**config.mk**
```make
export PLATFORM = sky130hd
export DESIGN_NAME = button_conditioner
export DESIGN_NICKNAME = d
export VERILOG_FILES = /design/src/rtl/button_pkg.sv /design/src/rtl/sync_2ff.sv /design/src/rtl/button_conditioner.sv
export SDC_FILE = /design/constraint.sdc
export NUM_CORES = 1
export LEC_CHECK = 0
export CAP_MARGIN = 20
export CORE_MARGIN = 8
export CORE_UTILIZATION = 30
export DETAILED_ROUTE_END_ITERATION = 7
export HOLD_SLACK_MARGIN = 0.08
export MAX_ROUTING_LAYER = met4
export SLEW_MARGIN = 15
export SYNTH_ARGS = -nofsm -noshare
export SYNTH_HDL_FRONTEND = slang
export SYNTH_SLANG_ARGS = --single-unit
```
**constraint.sdc**
```tcl
create_clock -name clk -period 2 [get_ports clk]
set_input_delay 0.4 -clock clk [delete_from_list [all_inputs] [get_ports clk]]
set_output_delay 0.4 -clock clk [all_outputs]
set_load 0.03 [all_outputs]
```
**src/rtl/button_pkg.sv**
```systemverilog
// Shared types and default constants for the push-button conditioner.
package button_pkg;

    // Debounce FSM states: two stable states, each with a qualifying wait state.
    typedef enum logic [1:0] {
        IDLE      = 2'd0,
        WAIT_HIGH = 2'd1,
        PRESSED   = 2'd2,
        WAIT_LOW  = 2'd3
    } btn_state_e;

    // 10 ms debounce, 500 ms first repeat, 100 ms repeat rate at 100 MHz.
    localparam int unsigned DEBOUNCE_CYCLES_DEF = 1000000;
    localparam int unsigned REPEAT_DELAY_DEF    = 50000000;
    localparam int unsigned REPEAT_PERIOD_DEF   = 10000000;
    localparam int unsigned CNT_W_DEF           = 24;

endpackage

```
**src/rtl/sync_2ff.sv**
```systemverilog
// Two-flop synchronizer for a single asynchronous bit, cleared by the
// synchronous active-low reset. Also used for the other board buttons.
module sync_2ff (
    input  logic clk,
    input  logic reset,
    input  logic d,
    output logic q
);

    logic sync1_q, sync1_d;
    logic sync2_q, sync2_d;

    // Next values: the raw input shifts through the two stages.
    always_comb begin
        sync1_d = d;
        sync2_d = sync1_q;
    end

    // Synchronizer stages; reset clears both to the released state.
    // NOTE: sequential state uses non-blocking assignments so every flop
    // samples the pre-edge value of its neighbour, giving a true shift.
    always_ff @(posedge clk) begin
        if (!reset) begin
            sync1_q <= 1'b0;
            sync2_q <= 1'b0;
        end else begin
            sync1_q <= sync1_d;
            sync2_q <= sync2_d;
        end
    end

    assign q = sync2_q;

endmodule

```
**src/rtl/button_conditioner.sv**
```systemverilog
// Push-button conditioner: synchronizes a raw bouncing button, debounces it
// and produces a clean level plus one-cycle press and release pulses.
// Optional auto-repeat of the press pulse while held: BUTTON_AUTOREPEAT_EN.
module button_conditioner
    import button_pkg::*;
#(
    parameter int unsigned DEBOUNCE_CYCLES = DEBOUNCE_CYCLES_DEF,
    parameter int unsigned CNT_W           = CNT_W_DEF,
    parameter int unsigned REPEAT_DELAY    = REPEAT_DELAY_DEF,
    parameter int unsigned REPEAT_PERIOD   = REPEAT_PERIOD_DEF
) (
    input  logic clk,
    input  logic reset,
    input  logic btn_in,
    output logic btn_level,
    output logic btn_press,
    output logic btn_release
);

    // Elaboration-time parameter sanity checks.
    if (DEBOUNCE_CYCLES < 2) begin : g_bad_debounce
        $error("button_conditioner: DEBOUNCE_CYCLES must be at least 2");
    end
    if ($clog2(DEBOUNCE_CYCLES) > CNT_W) begin : g_bad_cnt_w
        $error("button_conditioner: CNT_W too narrow for DEBOUNCE_CYCLES");
    end
    if (REPEAT_DELAY < 1 || REPEAT_PERIOD < 1) begin : g_bad_repeat
        $error("button_conditioner: REPEAT_DELAY and REPEAT_PERIOD must be non-zero");
    end

    // Terminal count: the last wait cycle before a new level is accepted.
    localparam logic [CNT_W-1:0] DB_LAST = CNT_W'(DEBOUNCE_CYCLES - 1);

    logic             sync2;
    btn_state_e       state_q, state_d;
    logic [CNT_W-1:0] cnt_q, cnt_d;
    logic [CNT_W-1:0] cnt_inc;
    logic             level_q, level_d;
    logic             press_q, press_d;
    logic             release_q, release_d;
    logic             accept_press;
    logic             rpt_pulse;

    // Only the synchronized copy of the button ever reaches the FSM.
    sync_2ff u_sync (
        .clk   (clk),
        .reset (reset),
        .d     (btn_in),
        .q     (sync2)
    );

    // Saturating increment: holds at all-ones instead of wrapping.
    assign cnt_inc = (cnt_q == '1) ? cnt_q : cnt_q + 1'b1;

    // Debounce next-state, counter and pulse decode.
    // NOTE: every output of this block gets a default before the case so no
    // path leaves a signal unassigned and no latch is inferred.
    always_comb begin
        state_d      = state_q;
        cnt_d        = cnt_q;
        accept_press = 1'b0;
        release_d    = 1'b0;
        unique case (state_q)
            IDLE: begin
                if (sync2) begin
                    state_d = WAIT_HIGH;
                    cnt_d   = '0;
                end
            end
            WAIT_HIGH: begin
                if (!sync2) begin
                    state_d = IDLE;
                    cnt_d   = '0;
                end else if (cnt_q == DB_LAST) begin
                    state_d      = PRESSED;
                    cnt_d        = '0;
                    accept_press = 1'b1;
                end else begin
                    cnt_d = cnt_inc;
                end
            end
            PRESSED: begin
                if (!sync2) begin
                    state_d = WAIT_LOW;
                    cnt_d   = '0;
                end
            end
            WAIT_LOW: begin
                if (sync2) begin
                    state_d = PRESSED;
                    cnt_d   = '0;
                end else if (cnt_q == DB_LAST) begin
                    state_d   = IDLE;
                    cnt_d     = '0;
                    release_d = 1'b1;
                end else begin
                    cnt_d = cnt_inc;
                end
            end
            default: begin
                state_d = IDLE;
                cnt_d   = '0;
            end
        endcase
    end

    // The debounced level is high in both "pressed" states, so it flips on
    // the same edge as the accepting pulse.
    assign level_d = (state_d == PRESSED) || (state_d == WAIT_LOW);
    assign press_d = accept_press | rpt_pulse;

    // FSM and registered outputs.
    always_ff @(posedge clk) begin
        if (!reset) begin
            state_q   <= IDLE;
            cnt_q     <= '0;
            level_q   <= 1'b0;
            press_q   <= 1'b0;
            release_q <= 1'b0;
        end else begin
            state_q   <= state_d;
            cnt_q     <= cnt_d;
            level_q   <= level_d;
            press_q   <= press_d;
            release_q <= release_d;
        end
    end

`ifdef BUTTON_AUTOREPEAT_EN
    // The repeat timer may need more bits than the debounce counter, since
    // the default repeat delay exceeds 2^24 cycles.
    localparam int unsigned RPT_MAX = (REPEAT_DELAY > REPEAT_PERIOD) ? REPEAT_DELAY
                                                                     : REPEAT_PERIOD;
    localparam int unsigned RPT_LOG = $clog2(RPT_MAX);
    localparam int unsigned RPT_W   = (RPT_LOG > CNT_W) ? RPT_LOG : CNT_W;
    localparam logic [RPT_W-1:0] DELAY_LAST  = RPT_W'(REPEAT_DELAY - 1);
    localparam logic [RPT_W-1:0] PERIOD_LAST = RPT_W'(REPEAT_PERIOD - 1);

    logic [RPT_W-1:0] rpt_cnt_q, rpt_cnt_d;
    logic [RPT_W-1:0] rpt_last;
    logic             rpt_first_q, rpt_first_d;

    // Repeat timer: runs only while held in PRESSED; anything else re-arms it
    // so each entry into PRESSED starts a fresh REPEAT_DELAY.
    always_comb begin
        rpt_cnt_d   = rpt_cnt_q;
        rpt_first_d = rpt_first_q;
        rpt_pulse   = 1'b0;
        rpt_last    = rpt_first_q ? DELAY_LAST : PERIOD_LAST;
        if (state_q == PRESSED && sync2) begin
            if (rpt_cnt_q == rpt_last) begin
                rpt_pulse   = 1'b1;
                rpt_cnt_d   = '0;
                rpt_first_d = 1'b0;
            end else if (rpt_cnt_q != '1) begin
                rpt_cnt_d = rpt_cnt_q + 1'b1;
            end
        end else begin
            rpt_cnt_d   = '0;
            rpt_first_d = 1'b1;
        end
    end

    // Repeat timer registers.
    always_ff @(posedge clk) begin
        if (!reset) begin
            rpt_cnt_q   <= '0;
            rpt_first_q <= 1'b1;
        end else begin
            rpt_cnt_q   <= rpt_cnt_d;
            rpt_first_q <= rpt_first_d;
        end
    end
`else
    assign rpt_pulse = 1'b0;
`endif

    assign btn_level   = level_q;
    assign btn_press   = press_q;
    assign btn_release = release_q;

endmodule

```
Yosys cells after proc, flatten, opt, wreduce, memory -nomap -nowiden
Index checks and enable logic that the tools add are counted.

$mul: 0. Mux-type cells: 15. Reductions and logical operators: 5. Shift-type cells: 0. Equal/unequal tests: 9. $lt $le $gt $ge: 0. $add $sub $neg: 1. Divide/modulo/power cells: 0. Bitwise operators: 2.

Operators with widths (count): 2-to-1 mux 24 bit (6); case mux 24 bit (4 select lines) (1); adder 24 x 1 -> 24 bit (second input constant) (1); equality test 24 x 20 -> 1 bit (second input constant) (1); equality test 24 bit (second input constant) (1); 2-to-1 mux 2 bit (6); equality test 2 bit (second input constant) (4); case mux 2 bit (4 select lines) (1); AND reduction 3 bit (1); OR reduction 3 bit (1); equality test 2 x 1 -> 1 bit (second input constant) (1); zero test 2 bit (1); inequality test 2 x 1 -> 1 bit (second input constant) (1); inequality test 2 bit (second input constant) (1); NOT 1 bit (2); AND reduction 2 bit (1); logical OR 1 bit (1); 2-to-1 mux 1 bit (1).

Bits in read-only memories: 0. Output and inout bits: 3. Bits in latches: 0. Flip-flop bits (word level): 31. Memory bits (writable): 0. Memories kept: 0.

Longest topological paths before layout
Gate-level depths: netlist of run 1.

Depth after elaboration: 6. Mapped depth: 7. Depth with buffers taken out: 6.

Hierarchy
A second synthesis of run 1 with hierarchy kept.

Cell total of the unflattened synthesis: 173. Area, all modules: 1539.0 µm².

Modules (own cells, without submodules): button_conditioner (cells an instance 169, seq. area each 560.5 µm², area each 1486.4 µm², instances 1); sync_2ff (cells an instance 4, seq. area each 40.0 µm², area each 52.6 µm², instances 1).

Least setup slack after synthesis of run 1
No wires, ideal clock.

Path type: register -> register. From: reg, netlist name btn_level. To: reg cnt_q[13]. Period minus slack after synthesis: 2.055 ns. Stages on the path, launching flop included: 7. Data arrival time: 1.985 ns. Slack: -0.055 ns. Path buffers: 1. Cell sequence: dfxtp_1 -> xor2_1 -> o211ai_1 -> or2_0 -> clkbuf_1 -> or4_2 -> a21oi_1.

RTL lines: end signal: assignment (line button_conditioner.sv:122) `cnt_q <= cnt_d;`; end: declaration (line button_conditioner.sv:36) `logic [CNT_W-1:0] cnt_q, cnt_d;`.

Worst setup path after layout of run 1
From: reg cnt_q[12]. To: reg cnt_q[19].

Cells in the longest elaborated chain, start to end: 5.

RTL lines: adder 24 x 1 -> 24 bit / equality test 24 bit (equally long branches) (line button_conditioner.sv:53) `assign cnt_inc = (cnt_q == '1) ? cnt_q : cnt_q + 1'b1;`; 2-to-1 mux 24 bit (line button_conditioner.sv:53); 2-to-1 mux 24 bit * (line button_conditioner.sv:74, button_conditioner.sv:92); 2-to-1 mux 24 bit, on equally long branches (line button_conditioner.sv:89, button_conditioner.sv:71); case mux 24 bit (4 select lines) * (line button_conditioner.sv:63) `unique case (state_q)`.

Mark *: on every way between the ends. The rest lies on a longest branch, timed or not. A chain may end at the register's enable or synchronous reset.

==> results of run 1 <==
cells in the mapped netlist, types with 2 or more instances:
| library cell | count |
|---|---|
| sky130_fd_sc_hd__or3_1 | 4 |
| sky130_fd_sc_hd__o21ai_0 | 6 |
| sky130_fd_sc_hd__buf_2 | 2 |
| sky130_fd_sc_hd__and2_1 | 2 |
| sky130_fd_sc_hd__nand4_1 | 11 |
| sky130_fd_sc_hd__or4_2 | 2 |
| sky130_fd_sc_hd__xnor2_1 | 6 |
| sky130_fd_sc_hd__nor4_1 | 4 |
| sky130_fd_sc_hd__a2111oi_0 | 2 |
| sky130_fd_sc_hd__clkbuf_2 | 2 |
| sky130_fd_sc_hd__a21oi_1 | 16 |
| sky130_fd_sc_hd__xor2_1 | 2 |
| sky130_fd_sc_hd__nand2_1 | 10 |
| sky130_fd_sc_hd__mux2i_1 | 2 |
| sky130_fd_sc_hd__o31ai_1 | 8 |
| sky130_fd_sc_hd__nor3_1 | 5 |
| sky130_fd_sc_hd__clkbuf_1 | 2 |
| sky130_fd_sc_hd__and3_1 | 2 |
| sky130_fd_sc_hd__nor2_1 | 13 |
| sky130_fd_sc_hd__nand3_1 | 9 |
| sky130_fd_sc_hd__a211oi_1 | 2 |
| sky130_fd_sc_hd__or3_4 | 2 |
| sky130_fd_sc_hd__or4_1 | 7 |
| sky130_fd_sc_hd__nor3b_1 | 2 |
| sky130_fd_sc_hd__dfxtp_1 | 30 |
| sky130_fd_sc_hd__inv_1 | 3 |
| sky130_fd_sc_hd__and4_1 | 4 |
cell families after synthesis:
family | Yosys count | share of synthesized area (%)
AO/OA/AOI/OAI | 41 | 17.41
XOR/XNOR | 8 | 4.513
adder cells (fa/ha/maj) | 1 | 0.8057
buffers and inverters | 11 | 4.110
flip-flops | 30 | 38.68
multiplexers | 2 | 1.289
AND/OR/NAND/NOR | 85 | 33.20
final cells by class:
class                      count  area share, %
sequential                    30          28.34
timing repair buffer          44          19.12
clock buffer                   5          3.168
inverter                       3         0.5184
clock inverter                 3          1.843
multi-input combinational    137          42.97
tap                           70          4.032
sequential cells by signal, summed over array words and instances (netlist names):
signal and count:
state_q 1, u_sync.sync1_q 1, btn_press 1, btn_release 1, u_sync.q 1, cnt_q 24
btn_level 1
timing repair:
action,CTS,global route
gates cloned,0,2
gates resized for setup,2,17
pin swaps,0,2
setup endpoints to repair,23,19
setup buffers,0,3
report_power, final:
part / internal (mW) / switching, mW
clock: 0.366 / 0.240
sequential: 0.600 / 0.00296
combinational: 0.0472 / 0.0400
per-stage QoR:
stage                     util [%]  setup TNS [ps]  total power [mW]
after floorplan                  -               0            0.6513
after global placement       38.06          -102.3            0.6784
after detailed placement     38.06          -28.30            0.6790
after CTS                    40.37               0             1.291
after global routing         43.08          -53.52             1.341
final                        43.08               0             1.296
routing by layer:
layer	vias up	track usage, %	routed length, um
li1	779	-	-
met1	753	15.07	2082
met2	28	17.24	2008
met3	8	2.908	148
met4	0	4.531	59
met5	-	-	0
critical path: cells and delay by family, from the launching register on:
kind	cells	cell delay, ps
and+or+nand+nor	2	770
AOI/OAI and AO/OA	3	230
DFF	1	360
buffers and inverters	3	450
worst max-delay path by stage:
stage                          from         to  cells past startpoint
after floorplan            cnt_q[0]  cnt_q[14]                      6
after global placement    cnt_q[12]  cnt_q[11]                      7
after detailed placement  cnt_q[12]  cnt_q[11]                      7
after CTS                 cnt_q[10]  cnt_q[17]                      5
after global routing       cnt_q[2]  cnt_q[11]                      6
final                     cnt_q[12]  cnt_q[19]                      8
==> PnR_summary.wiki, run 1 <==
{| class="wikitable"
! Metric !! Value
|-
| Net count after synthesis || 182
|-
| Y dimension of the die || 87.95 um
|-
| Layout Skew || 7.233 ps
|-
| PD cells || 596.9 mW/mm^2
|-
| Worst-margin pin slew || 539.7 ps
|-
| Vias in the first global route || 1407
|-
| Cell taking the most area after synthesis || sky130_fd_sc_hd__dfxtp_1
|-
| Maximum ir drop on the vdd rail || 379.4 uV
|-
| Global-route wire length before repair || 6927 um
|-
| Number of nets in the layout || 225
|-
| DIE AREA || 0.007734 sq mm
|-
| Deepest clock path buffer count || 2
|-
| Proportion of layout cells with a drive suffix above 1 || 32.43%
|-
| Synthesis Warnings || 0
|-
| Time the worst path needs with I/O delays and setup || 1943 ps
|-
| Top fanout value on the critical path || 6
|-
| Clock Tree Root || sky130_fd_sc_hd__clkbuf_8
|-
| Gr ovfl total || 0
|-
| Antenna diode count || 0
|-
| Origin of the worst min-delay path || u_sync.sync1_q
|-
| Final count of hold timing violations || 0
|-
| Endpoint required time on the critical path || 2170 ps
|-
| Worst hold path cell count || 1
|-
| Max_cap viols || 0
|-
| Worst Path Arrival || 2110 ps
|-
| End of the worst register-to-register path || cnt_q[19]
|-
| Setup WS pre-CTS || -13.45 ps
|-
| Finished Cell Area || 0.002172 sq mm
|-
| Share of flip-flops with an asynchronous set or reset || 0%
|-
| # DRC || 0
|-
| Overall routing resource usage || 11.77%
|-
| Instance area after placement || 0.001919 sq mm
|-
| Post-Synthesis Cell Area || 0.001553 sq mm
|-
| Final Hold Slack || 436.1 ps
|-
| Length of the first detailed-routing pass in iterations || 4
|-
| Initial antenna violation count || 0
|-
| Sequential share of the synthesized area || 38.68%
|-
| Synth-to-Final Area Change || 39.89%
|-
| Dpl hpwl || 2974 um
|-
| Count of fill cells added during filler insertion || 513
|-
| Worst-path clk slew || 70 ps
|-
| Number of vias after detailed routing || 1568
|-
| Placement row count || 26
|-
| Multi-input combinational cell area || 933.4 sq um
|-
| CP endpoint kind || flop
|-
| EDFF count, synth || 0
|-
| Hold WC Path Type || flop to flop
|-
| Wire length after detailed routing || 4298 um
|-
| Static leakage power || 0.7316 nW
|-
| Initial cell density of the core || 30.79%
|-
| Routed len/inst || 14.72 um
|-
| Post-route setup slack || 57.45 ps
|-
| R2R Setup Slk || 60 ps
|-
| Critical-path cell with the highest stage delay || sky130_fd_sc_hd__or4b_4
|-
| Number of vias per cell || 5.370
|-
| Post-Syn Area per Cell || 8.723 sq um
|-
| Routability cong. || 0.9567
|-
| Number of standard cells in the layout, taps in and fillers out || 292
|-
| Initial DRC count || 106
|-
| Number of hold buffers added after cts || 0
|-
| Final period util || 97.13%
|-
| Cell count after synthesis || 178
|-
| Share of Yosys cell area claimed by the top area cell type || 38.68%
|-
| H-tree lvl count || 2
|-
| Commonest cells after routing, fill and taps aside || sky130_fd_sc_hd__buf_4, sky130_fd_sc_hd__dfxtp_1, sky130_fd_sc_hd__a21oi_1
|-
| End point of the most critical hold path || u_sync.q
|-
| Outcome || finished, final reports clean
|-
| CTS tree || built
|-
| Cell-by-cell trace of the critical path || or4b_4 > nor4_4 > buf_4 > a21oi_4 > o21ai_4 > buf_12 > clkbuf_16 > a21oi_1
|-
| Type of the setup path with the least slack || flop to flop
|-
| Rel. slew slack || 63.09%
|-
| Maximum operating frequency || 514.8 MHz
|-
| Final slew viol count || 0
|-
| Worst R2R Start || cnt_q[12]
|-
| Clock Sinks || 30
|-
| Number of nets with antenna violations after detailed routing || 0
|-
| Total CTS buffers || 5
|-
| Count of buffers inserted at the top-level ports || 5
|-
| Number of top-level pins || 6
|-
| Depth of the worst register-to-register path || 8
|-
| Final setup fails || 0
|-
| Horizontal extent of the die || 87.95 um
|-
| Post-synthesis cell type count || 45
|-
| Area taken by flip-flops and latches || 615.6 sq um
|-
| Worst-Skew Late Latency || 280 ps
|-
| Startpoint Class || flop
|-
| Peak per-stage delay on the critical path || 550 ps
|-
| Cell total after placement || 279
|-
| Commonest non-fill, non-tap cell in the layout || sky130_fd_sc_hd__buf_4
|-
| Placeable core region || 0.005042 sq mm
|-
| Primary flip-flop cell chosen by synthesis mapping || sky130_fd_sc_hd__dfxtp_1
|-
| Total of flip-flops plus latches after synthesis || 30
|-
| Maximum number of pins on one net before global-route repair || 13
|-
| Largest cells by area after synthesis || sky130_fd_sc_hd__dfxtp_1, sky130_fd_sc_hd__a21oi_1, sky130_fd_sc_hd__nand4_1
|}
Power figures use the tool's default switching activity.
==> inputs of run 2 (changes only) <==
--- a/config.mk
+++ b/config.mk
@@ -8,6 +8,7 @@
 export CAP_MARGIN = 20
 export CORE_MARGIN = 8
 export CORE_UTILIZATION = 30
+export CTS_CLUSTER_SIZE = 28
 export DETAILED_ROUTE_END_ITERATION = 7
 export HOLD_SLACK_MARGIN = 0.08
 export MAX_ROUTING_LAYER = met4
==> constraint.sdc (replaced) <==
create_clock -name clk -period 2.2 [get_ports clk]
set_input_delay 0.44 -clock clk [delete_from_list [all_inputs] [get_ports clk]]
set_output_delay 0.44 -clock clk [all_outputs]
set_load 0.03 [all_outputs]
==> run 2 against run 1 <==
  * Count of clock-buffer cells in the layout rose by 2
  * Final area fell by 13%
  * Register-to-register slack improved by 60 ps
  * Non-clock buffer count decreased by 22
  * Worst hold slack improved by 1.4 ps
  * Maximum frequency decreased by 6.6%
  * Wire length fell by 10%
  * Sequential cell count is the same
  * Utilization is 5.6 points lower
  * Highest routed layer unchanged
==> PnR_summary.wiki, run 2 (synthesized netlist as in run 1, its figures left out) <==
{| class="wikitable"
! Metric !! Value
|-
| Global-route wire length before repair || 6713 um (was 6927 um)
|-
| Time the worst path needs with I/O delays and setup || 2079 ps (was 1943 ps)
|-
| PD cells || 563.3 mW/mm^2 (was 596.9 mW/mm^2)
|-
| Placeable core region || 0.005042 sq mm (unchanged)
|-
| CP endpoint kind || flop (unchanged)
|-
| R2R Setup Slk || 120 ps (was 60 ps)
|-
| Endpoint required time on the critical path || 2420 ps (was 2170 ps)
|-
| Count of fill cells added during filler insertion || 516 (was 513)
|-
| Deepest clock path buffer count || 2 (unchanged)
|-
| Maximum number of pins on one net before global-route repair || 13 (unchanged)
|-
| Type of the setup path with the least slack || flop to flop (unchanged)
|-
| Outcome || finished, final reports clean (unchanged)
|-
| Number of nets with antenna violations after detailed routing || 0 (unchanged)
|-
| Number of vias after detailed routing || 1457 (was 1568)
|-
| Setup WS pre-CTS || 134.0 ps (was -13.45 ps)
|-
| H-tree lvl count || 2 (unchanged)
|-
| Overall routing resource usage || 11.39% (was 11.77%)
|-
| Layout Skew || 4.200 ps (was 7.233 ps)
|-
| Synth-to-Final Area Change || 21.68% (was 39.89%)
|-
| Gr ovfl total || 0 (unchanged)
|-
| Number of nets in the layout || 203 (was 225)
|-
| Initial DRC count || 82 (was 106)
|-
| Final slew viol count || 0 (unchanged)
|-
| Worst-path clk slew || 70 ps (about the same)
|-
| Initial cell density of the core || 30.79% (unchanged)
|-
| Sum of negative setup slack || 0 ps (unchanged)
|-
| Final period util || 94.52% (was 97.13%)
|-
| Commonest non-fill, non-tap cell in the layout || sky130_fd_sc_hd__dfxtp_1 (was sky130_fd_sc_hd__buf_4)
|-
| Antenna diode count || 0 (unchanged)
|-
| Final Hold Slack || 437.5 ps (was 436.1 ps)
|-
| Number of top-level pins || 6 (unchanged)
|-
| # DRC || 0 (unchanged)
|-
| Maximum ir drop on the vdd rail || 258.0 uV (was 379.4 uV)
|-
| Register ranked first by flip-flop count || cnt_q (unchanged)
|-
| Top fanout value on the critical path || 7 (was 6)
|-
| Final setup fails || 0 (unchanged)
|-
| Vias in the first global route || 1445 (was 1407)
|-
| Final count of hold timing violations || 0 (unchanged)
|-
| Y dimension of the die || 87.95 um (unchanged)
|-
| Static leakage power || 0.5792 nW (was 0.7316 nW)
|-
| Critical Path End || cnt_q[17] (was cnt_q[19])
|-
| Worst-margin pin slew || 521.7 ps (was 539.7 ps)
|-
| End of the worst register-to-register path || cnt_q[17] (was cnt_q[19])
|-
| Count of buffers inserted at the top-level ports || 5 (unchanged)
|-
| Number of vias per cell || 5.396 (was 5.370)
|-
| Commonest cells after routing, fill and taps aside || sky130_fd_sc_hd__dfxtp_1, sky130_fd_sc_hd__a21oi_1, sky130_fd_sc_hd__buf_4 (was sky130_fd_sc_hd__buf_4, sky130_fd_sc_hd__dfxtp_1, sky130_fd_sc_hd__a21oi_1)
|-
| Setup repair after global routing missed its margin || no
|-
| Length of the first detailed-routing pass in iterations || 4 (unchanged)
|-
| Depth of the worst register-to-register path || 5 (was 8)
|-
| Number of hold buffers added after cts || 0 (unchanged)
|-
| Total CTS buffers || 5 (unchanged)
|-
| Rel. slew slack || 64.32% (was 63.09%)
|-
| CTS tree || built (unchanged)
|-
| Placement row count || 26 (unchanged)
|-
| Worst Path Arrival || 2300 ps (was 2110 ps)
|-
| Horizontal extent of the die || 87.95 um (unchanged)
|-
| Dpl hpwl || 2843 um (was 2974 um)
|-
| Initial antenna violation count || 0 (unchanged)
|-
| Post-route setup slack || 120.6 ps (was 57.45 ps)
|-
| Max_cap viols || 0 (unchanged)
|-
| Worst Setup SP || cnt_q[6] (was cnt_q[12])
|-
| Wire length after detailed routing || 3864 um (was 4298 um)
|-
| Startpoint Class || flop (unchanged)
|-
| Flip-flop count of the largest register, all copies and words added || 24 (unchanged)
|-
| Proportion of layout cells with a drive suffix above 1 || 17.50% (was 32.43%)
|-
| Routability cong. || 0.9094 (was 0.9567)
|-
| DIE AREA || 0.007734 sq mm (unchanged)
|-
| Worst R2R Start || cnt_q[6] (was cnt_q[12])
|-
| Maximum operating frequency || 480.9 MHz (was 514.8 MHz)
|-
| Hold WC Path Type || flop to flop (unchanged)
|-
| Clock Tree Root || sky130_fd_sc_hd__clkbuf_8 (unchanged)
|-
| Worst-Skew Late Latency || 280 ps (about the same)
|-
| Clock Sinks || 30 (unchanged)
|-
| Routed len/inst || 14.31 um (was 14.72 um)
|}
-- run 2: cell types whose count changed in the layout (fill, tap and decap cells not counted), moves of 2 or more --
cell,delta
sky130_fd_sc_hd__a21oi_1,+2
sky130_fd_sc_hd__clkbuf_16,-2
sky130_fd_sc_hd__dfxtp_2,-9
sky130_fd_sc_hd__dfxtp_1,+10
sky130_fd_sc_hd__buf_4,-19
-- run 2: layer usage --
layer | wire, um | global-route usage [%] | share of wire [%] | vias to the layer above
li1 | - | - | - | 724
met4 | 99 | 5.000 | 2.6 | 0
met3 | 206 | 2.908 | 5.3 | 13
met5 | 0 | - | 0 | -
met2 | 1755 | 17.99 | 45 | 37
met1 | 1804 | 13.28 | 47 | 683
-- run 2: final cells by class --
type	instances	area, sq um	area share [%]
inverter	3	11.26	0.5960
multi-input combinational	137	895.9	47.42
tap	70	87.58	4.636
clock buffer	7	86.33	4.570
sequential	30	600.6	31.79
clock inverter	1	5.005	0.2649
timing repair buffer	22	202.7	10.73
-- run 2: how the worst min path moves through the flow --
stage	depth (start not counted)	from	slack [ps]	to
CTS	1	u_sync.sync1_q	440	u_sync.q
global route	1	u_sync.sync1_q	460	u_sync.q
global placement	1	u_sync.sync1_q	420	u_sync.q
finish	1	u_sync.sync1_q	440	u_sync.q
detailed placement	1	u_sync.sync1_q	430	u_sync.q
floorplan	1	u_sync.sync1_q	410	u_sync.q
-- run 2: repair_timing --
action                                 CTS  global route
endpoints found under the hold margin    0             0
setup endpoints to repair                0             1
gates resized for setup                  0             1
setup buffers                            0             0
-- run 2: worst max-delay path: stages (launching register included) --
cell	delay, ps
sky130_fd_sc_hd__dfxtp_1	430
sky130_fd_sc_hd__nand4_1	230
sky130_fd_sc_hd__or3_4	390
sky130_fd_sc_hd__or3_4	360
sky130_fd_sc_hd__or4_1	470
sky130_fd_sc_hd__a21oi_1	140
-- run 2: stage by stage --
stage	std cells	area, sq um	power (mW)	utilization [%]
2_1_floorplan	178	1553	0.5921	-
4_1_cts	270	1882	1.078	37.32
6_report	270	1889	1.064	37.47
3_5_place_dp	262	1790	0.6151	35.51
5_1_grt	270	1889	1.104	37.47
3_3_place_gp	262	1790	0.6153	35.51
-- run 2: power by group --
group,total [mW],switching (mW),internal [mW]
clock,0.461,0.209,0.252
combinational,0.0534,0.0284,0.0250
sequential,0.550,0.00280,0.547
total,1.06,0.240,0.824
